[src/rtl/wbpi_rrarb_pkg.sv]
// Shared types and constants for the wbpi_rrarb round-robin bus arbiter.
package wbpi_rrarb_pkg;

  typedef enum logic [1:0] {
    ST_IDLE  = 2'd0,
    ST_OWN   = 2'd1,
    ST_ABORT = 2'd2
  } state_e;

  localparam int OUTST_W = 4;
  localparam logic [OUTST_W-1:0] OUTST_MAX = 4'd15;

  // Outstanding-transaction count update; a same-cycle inc and dec cancel.
  function automatic logic [OUTST_W-1:0] outst_next(input logic [OUTST_W-1:0] cur,
                                                    input logic inc,
                                                    input logic dec);
    logic [OUTST_W-1:0] nxt;
    nxt = cur;
    if (inc && !dec) nxt = cur + 1'b1;
    if (dec && !inc) nxt = cur - 1'b1;
    return nxt;
  endfunction

endpackage

[src/rtl/wbpi_rrarb_rr_pick.sv]
// Rotating first-set pick: one-hot grant to the first request at or after ptr_i.
module wbpi_rrarb_rr_pick
  import wbpi_rrarb_pkg::*;
#(
  parameter int N  = 2,
  parameter int IW = (N > 1) ? $clog2(N) : 1
) (
  input  logic [N-1:0]  req_i,
  input  logic [IW-1:0] ptr_i,
  output logic [N-1:0]  gnt_o
);

  always_comb begin
    logic          found;
    logic [IW-1:0] idx;
    gnt_o = '0;
    found = 1'b0;
    idx   = '0;
    for (int k = 0; k < N; k++) begin
      idx = IW'((32'(ptr_i) + 32'(k)) % 32'(N));
      if (!found && req_i[idx]) begin
        gnt_o[idx] = 1'b1;
        found      = 1'b1;
      end
    end
  end

endmodule

[src/rtl/wbpi_rrarb.sv]
// Round-robin arbiter from MASTERCOUNT pipelined bus masters onto one slave port.
// Optional watchdog abort is built when WBPI_RRARB_TIMEOUT_EN is defined.
module wbpi_rrarb
  import wbpi_rrarb_pkg::*;
#(
  parameter int MASTERCOUNT = 2,
  parameter int ARCHBITSZ   = 32,
  parameter int ADDRBITSZ   = 30,
  parameter int TIMEOUT     = 1024
) (
  input  logic                               clk_2x_w,
  input  logic                               rst_n,
  input  logic [MASTERCOUNT-1:0]             m_cyc_i,
  input  logic [MASTERCOUNT-1:0]             m_stb_i,
  input  logic [MASTERCOUNT-1:0]             m_we_i,
  input  logic [MASTERCOUNT*ADDRBITSZ-1:0]   m_addr_i,
  input  logic [MASTERCOUNT*ARCHBITSZ/8-1:0] m_sel_i,
  input  logic [MASTERCOUNT*ARCHBITSZ-1:0]   m_dat_i,
  output logic [MASTERCOUNT-1:0]             m_bsy_o,
  output logic [MASTERCOUNT-1:0]             m_ack_o,
  output logic [ARCHBITSZ-1:0]               m_dat_o,
  output logic                               s_cyc_o,
  output logic                               s_stb_o,
  output logic                               s_we_o,
  output logic [ADDRBITSZ-1:0]               s_addr_o,
  output logic [ARCHBITSZ/8-1:0]             s_sel_o,
  output logic [ARCHBITSZ-1:0]               s_dat_o,
  input  logic                               s_bsy_i,
  input  logic                               s_ack_i,
  input  logic [ARCHBITSZ-1:0]               s_dat_i,
  output logic [MASTERCOUNT-1:0]             gnt_o,
  output logic                               tmo_o
);

  localparam int IW = $clog2(MASTERCOUNT);
  localparam int SW = ARCHBITSZ / 8;

  if (MASTERCOUNT < 2 || MASTERCOUNT > 8 || TIMEOUT < 1) begin : g_bad_cfg
    $error("wbpi_rrarb: unsupported parameter set");
  end

  state_e                 state_q, state_d;
  logic [IW-1:0]          rr_ptr_q, rr_ptr_d;
  logic [MASTERCOUNT-1:0] gnt_q, gnt_d;
  logic [OUTST_W-1:0]     outst_q, outst_d;
  logic [MASTERCOUNT-1:0] pick;
  logic [IW-1:0]          own_idx;
  logic [IW-1:0]          nxt_ptr;
  logic                   full;
  logic                   stb_fwd;

`ifdef WBPI_RRARB_TIMEOUT_EN
  localparam int WD_W = $clog2(TIMEOUT + 1);
  logic [WD_W-1:0] wdog_q, wdog_d;
`endif

  wbpi_rrarb_rr_pick #(.N(MASTERCOUNT), .IW(IW)) u_rr_pick (
    .req_i (m_cyc_i),
    .ptr_i (rr_ptr_q),
    .gnt_o (pick)
  );

  always_comb begin
    own_idx = '0;
    for (int i = 0; i < MASTERCOUNT; i++) begin
      if (gnt_q[i]) own_idx = IW'(i);
    end
  end

  assign nxt_ptr = (own_idx == IW'(MASTERCOUNT - 1)) ? '0 : own_idx + 1'b1;
  assign full    = (outst_q == OUTST_MAX);
  assign gnt_o   = gnt_q;

  always_comb begin
    state_d  = state_q;
    rr_ptr_d = rr_ptr_q;
    gnt_d    = gnt_q;
    outst_d  = outst_q;
    stb_fwd  = 1'b0;
    s_cyc_o  = 1'b0;
    s_stb_o  = 1'b0;
    s_we_o   = 1'b0;
    s_addr_o = '0;
    s_sel_o  = '0;
    s_dat_o  = '0;
    m_bsy_o  = m_cyc_i;
    m_ack_o  = '0;
    m_dat_o  = s_dat_i;
`ifdef WBPI_RRARB_TIMEOUT_EN
    wdog_d   = '0;
    tmo_o    = 1'b0;
`endif
    case (state_q)
      ST_IDLE: begin
        if (|m_cyc_i) begin
          gnt_d   = pick;
          state_d = ST_OWN;
        end
      end
      ST_OWN: begin
        stb_fwd           = m_stb_i[own_idx] & ~full;
        s_cyc_o           = m_cyc_i[own_idx];
        s_stb_o           = stb_fwd;
        s_we_o            = m_we_i[own_idx];
        s_addr_o          = m_addr_i[int'(own_idx)*ADDRBITSZ +: ADDRBITSZ];
        s_sel_o           = m_sel_i[int'(own_idx)*SW +: SW];
        s_dat_o           = m_dat_i[int'(own_idx)*ARCHBITSZ +: ARCHBITSZ];
        m_bsy_o[own_idx]  = s_bsy_i | full;
        m_ack_o[own_idx]  = s_ack_i;
        // Acks with nothing outstanding are dropped so the count cannot wrap.
        outst_d = outst_next(outst_q, stb_fwd & ~s_bsy_i, s_ack_i & (outst_q != '0));
`ifdef WBPI_RRARB_TIMEOUT_EN
        wdog_d = s_ack_i ? '0 : wdog_q + 1'b1;
`endif
        if (!m_cyc_i[own_idx] && outst_q == '0) begin
          state_d  = ST_IDLE;
          gnt_d    = '0;
          rr_ptr_d = nxt_ptr;
`ifdef WBPI_RRARB_TIMEOUT_EN
          wdog_d   = '0;
        end else if (!s_ack_i && (wdog_q + 1'b1) == WD_W'(TIMEOUT)) begin
          state_d  = ST_ABORT;
`endif
        end
      end
`ifdef WBPI_RRARB_TIMEOUT_EN
      ST_ABORT: begin
        tmo_o            = 1'b1;
        m_bsy_o[own_idx] = 1'b0;
        m_ack_o[own_idx] = 1'b1;
        m_dat_o          = '1;
        outst_d          = '0;
        state_d          = ST_IDLE;
        gnt_d            = '0;
        rr_ptr_d         = nxt_ptr;
      end
`endif
      default: begin
        state_d = ST_IDLE;
        gnt_d   = '0;
        outst_d = '0;
      end
    endcase
  end

`ifndef WBPI_RRARB_TIMEOUT_EN
  assign tmo_o = 1'b0;
`endif

  always_ff @(posedge clk_2x_w) begin
    if (!rst_n) begin
      state_q  <= ST_IDLE;
      rr_ptr_q <= '0;
      gnt_q    <= '0;
      outst_q  <= '0;
`ifdef WBPI_RRARB_TIMEOUT_EN
      wdog_q   <= '0;
`endif
    end else begin
      state_q  <= state_d;
      rr_ptr_q <= rr_ptr_d;
      gnt_q    <= gnt_d;
      outst_q  <= outst_d;
`ifdef WBPI_RRARB_TIMEOUT_EN
      wdog_q   <= wdog_d;
`endif
    end
  end

endmodule

[config.mk]
export PLATFORM = sky130hd
export DESIGN_NAME = wbpi_rrarb
export DESIGN_NICKNAME = d
export VERILOG_FILES = /design/src/rtl/wbpi_rrarb_pkg.sv /design/src/rtl/wbpi_rrarb_rr_pick.sv /design/src/rtl/wbpi_rrarb.sv
export SDC_FILE = /design/constraint.sdc
export NUM_CORES = 1
export LEC_CHECK = 0
export ABC_CLOCK_PERIOD_IN_PS = 2200
export CELL_PAD_IN_SITES_DETAIL_PLACEMENT = 0
export CELL_PAD_IN_SITES_GLOBAL_PLACEMENT = 1
export CORE_AREA = 8 8 102 104
export DETAILED_ROUTE_END_ITERATION = 10
export DIE_AREA = 0 0 110 112
export DONT_BUFFER_PORTS = 1
export MAX_ROUTING_LAYER = met4
export PLACE_DENSITY = 0.54
export SLEW_MARGIN = 20
export SYNTH_ARGS = -nofsm -noshare
export SYNTH_HDL_FRONTEND = slang
export SYNTH_SLANG_ARGS = --single-unit
[constraint.sdc]
create_clock -name clk_2x_w -period 2.2 [get_ports clk_2x_w]
set_input_delay 0.33 -clock clk_2x_w [delete_from_list [all_inputs] [get_ports clk_2x_w]]
set_output_delay 0.33 -clock clk_2x_w [all_outputs]
set_load 0.02 [all_outputs]
==> impl_metrics.tcl <==
set metrics [dict create \
    cp_data_required_time_ns 2.36 \
    worst_hold_startpoint "rst_n" \
    clock-root-buffer "sky130_fd_sc_hd__clkbuf_8" \
    route.vias.total 1597 \
    dpl.hpwl_um 6130 \
    synth-seq-area-share 0.0806 \
    slew_headroom 0.650 \
    io_buffer_count 0 \
    finClkSkew_ns 0.00167 \
    die_w_um 110 \
    biggest_fanout_along_the_worst_timing_path 4 \
    fin_tns_setup_ns 0 \
    cp_arrival_ns 2.22 \
    utilization 0.225 \
    start_util 0.224 \
    placement_rows 35 \
    combined_area_of_the_multi_input_logic_cells_um2 1490 \
    postSynthAreaPerCell_um2 7.95 \
    post_synth_inst_count 250 \
    fp.coreArea_um2 8890 \
    path_class "register to register" \
    register_area_um2 168 \
    max-clock-path-buffers 2 \
    post_synth_num_cell_types 32 \
    synthesis.area_um2 1990 \
    total_switching_power_uw 391 \
    power.sequential.fraction 0.193 \
    total_clock_buffers_created_by_cts 3 \
    finalSetupViolCount 0 \
    share_comb_of_total_power 0.588 \
    first_iter_violations 54 \
    post_synth_and_or_nand_nor_area_fraction 0.276 \
    final_min_period_over_clock_period 0.938 \
    grt_first_pass_wirelength_um 9670 \
    globalRouteTotalUtil 0.101 \
    total_power_uw 856 \
    vias_per_cell 4.85 \
    synth_top_family_by_area "multiplexers" \
    clkLatencyLatePin_ns 0.23 \
    worst-r2r-setup-slack_ns 0.14 \
    max_freq_ghz 0.485 \
    detailedRoute.firstPassIterationCount 4 \
    insertedDiodeCount 0 \
    cp_startpoint_kind "register" \
    final_antenna_net_count 0 \
    routed_wl_um 7240 \
    syn_to_final_growth_pct 0.693 \
    vdd_ir_drop_max_mv 0.178 \
    yosys.area_share.xor_xnor 0.0132 \
    cts_tree "built" \
    n_fill_cell 976 \
    yosys_warnings 0 \
    drc 0 \
    outcome "complete, no violations" \
    endpoint_kind "register" \
    netSwitchingFraction 0.456 \
    clk_pin_slew_ns 0.04 \
    pin_count_of_the_biggest_net_entering_global_routing 81 \
    cell_internal_pwr_uw 466 \
    finalMaxSlewViolations 0 \
    fraction_of_layout_cells_with_a_size_suffix_above_1 0.142 \
    critPathLaunch "gnt_o[1]" \
    die_h_um 112 \
    i_o_pin_count 282 \
    min-delay-path-class "input port to register" \
    period_needed_ns 2.06 \
    clock_power_share 0.220 \
    muxShareOfSynthArea 0.366 \
    grt_remaining_overflow 0 \
    synth-compound-area-share 0.0730 \
    ctsHoldBuffers 0 \
    adder_cell_share_of_the_synthesized_area 0.0126 \
    hold_viol 0 \
    floorplan.die_area_um2 12300 \
    synth_fp_nets 426 \
    cts_repair_resize_count 0 \
    power_density_nw_per_um2 428 \
    cts_setup_buffers 0 \
    r2r-start "gnt_o[1]" \
    antenna_found_initial 0 \
    finalWeightedCongestion 0.743 \
    cellLeakagePower_nw 0.675 \
    worst_slew_pin_slew_ns 0.524 \
    design.final.nets 395 \
    ys_seq_elements 8 \
    routedWlPerCell_um 22.0 \
    clock_sink_count 8 \
    drv_cap 0 \
    rsz_0062_raised_after_global_routing "no" \
    grt_pass1_vias 1728 \
    ctsHtreeMaxLevel 1 \
]
## path summary, 6_finish.rpt
check / to / cells past startpoint
max: outst_q[3] / 8
min: outst_q[0] / 1
max reg2reg: outst_q[3] / 8
min reg2reg: outst_q[3] / 2
## cells in the mapped netlist, drive strengths merged
master	count	area, µm²
a21boi	1	7.51
a21oi	4	31.3
a31oi	3	18.8
a41oi	1	16.3
and2	2	12.5
and3	4	25.0
buf	42	302
clkbuf	11	41.3
conb	1	3.75
dfxtp	8	160
ha	2	25.0
inv	2	7.51
mux2	2	26.3
mux2i	70	701
nand2	5	18.8
nand2b	2	12.5
nand3	1	5.00
nand4	1	6.26
nor2	2	7.51
nor2b	71	444
nor3	1	5.00
nor4	1	6.26
o21ai	8	43.8
o41ai	1	27.5
or3	1	6.26
xnor2	1	8.76
xor2	2	17.5
## metrics by stage
stage / cell area [µm²] / setup slack [ns] / std cells / hold WS [ns]
floorplan: 1990 / 0.0400 / 250 / 0.450
global placement: 1940 / 0.132 / 325 / 0.454
detailed placement: 1940 / 0.0743 / 325 / 0.457
CTS: 1990 / 0.0649 / 329 / 0.223
global route: 2000 / 0.0173 / 329 / 0.215
finish: 2000 / 0.136 / 329 / 0.224
## layout make-up
type | instances | area share
sequential | 8 | 0.0838
multi-input combinational | 187 | 0.744
inverter | 2 | 0.00375
clock buffer | 4 | 0.0225
timing repair buffer | 17 | 0.0763
tap | 111 | 0.0694
## layer usage
layer,GRT usage,part of all wire,vias to the layer above
met5,-,0,-
met4,0.0306,0.017,0
met3,0.0202,0.11,19
met2,0.170,0.49,132
met1,0.116,0.38,698
li1,-,-,748
## layout by cell type (no fill, tap or decap), types with 3 or more instances in the layout
cell type | synthesis | layout
sky130_fd_sc_hd__buf_4 | 34 | 15
sky130_fd_sc_hd__nand2_1 | 5 | 5
sky130_fd_sc_hd__a21oi_1 | 3 | 3
sky130_fd_sc_hd__nor2b_1 | 71 | 71
sky130_fd_sc_hd__mux2i_1 | 70 | 70
sky130_fd_sc_hd__a31oi_1 | 3 | 3
sky130_fd_sc_hd__and3_1 | 4 | 4
sky130_fd_sc_hd__o21ai_0 | 7 | 7
sky130_fd_sc_hd__clkbuf_8 | 0 | 3
sky130_fd_sc_hd__dfxtp_2 | 0 | 3
sky130_fd_sc_hd__dfxtp_1 | 8 | 4
## kinds of logic (layout without fill, tap and decap cells)
| group | count (synthesis) | after routing |
|---|---|---|
| AND/OR/NAND/NOR | 91 | 91 |
| multiplexers | 72 | 72 |
| buffers and inverters | 55 | 23 |
| AO/OA/AOI/OAI | 18 | 18 |
| flip-flops | 8 | 8 |
| XOR/XNOR | 3 | 3 |
| adder cells (fa/ha/maj) | 2 | 2 |
| other | 1 | 1 |
## power by group through the flow
stage / Clock (mW) / Sequential, mW / Combinational, mW
6_report: 0.188 / 0.165 / 0.503
5_1_grt: 0.204 / 0.166 / 0.539
2_1_floorplan: 0 / 0.165 / 0.509
3_5_place_dp: 0 / 0.167 / 0.511
3_3_place_gp: 0 / 0.167 / 0.505
4_1_cts: 0.192 / 0.165 / 0.511
## state kept, by name, indices dropped and copies added (netlist names)
signal and cells:
gnt_o 2, outst_q 4, rr_ptr_q 1, state_q 1
## critical path, stage by stage (launching register included)
cell	delay (ns)
sky130_fd_sc_hd__dfxtp_4	0.35
sky130_fd_sc_hd__mux2_2	0.39
sky130_fd_sc_hd__a21oi_4	0.17
sky130_fd_sc_hd__ha_4	0.23
sky130_fd_sc_hd__o21ai_0	0.07
sky130_fd_sc_hd__nand2b_1	0.07
sky130_fd_sc_hd__mux2_4	0.26
sky130_fd_sc_hd__or3_1	0.30
sky130_fd_sc_hd__a21boi_1	0.15
Note: power is estimated with default switching activity, not from simulation.
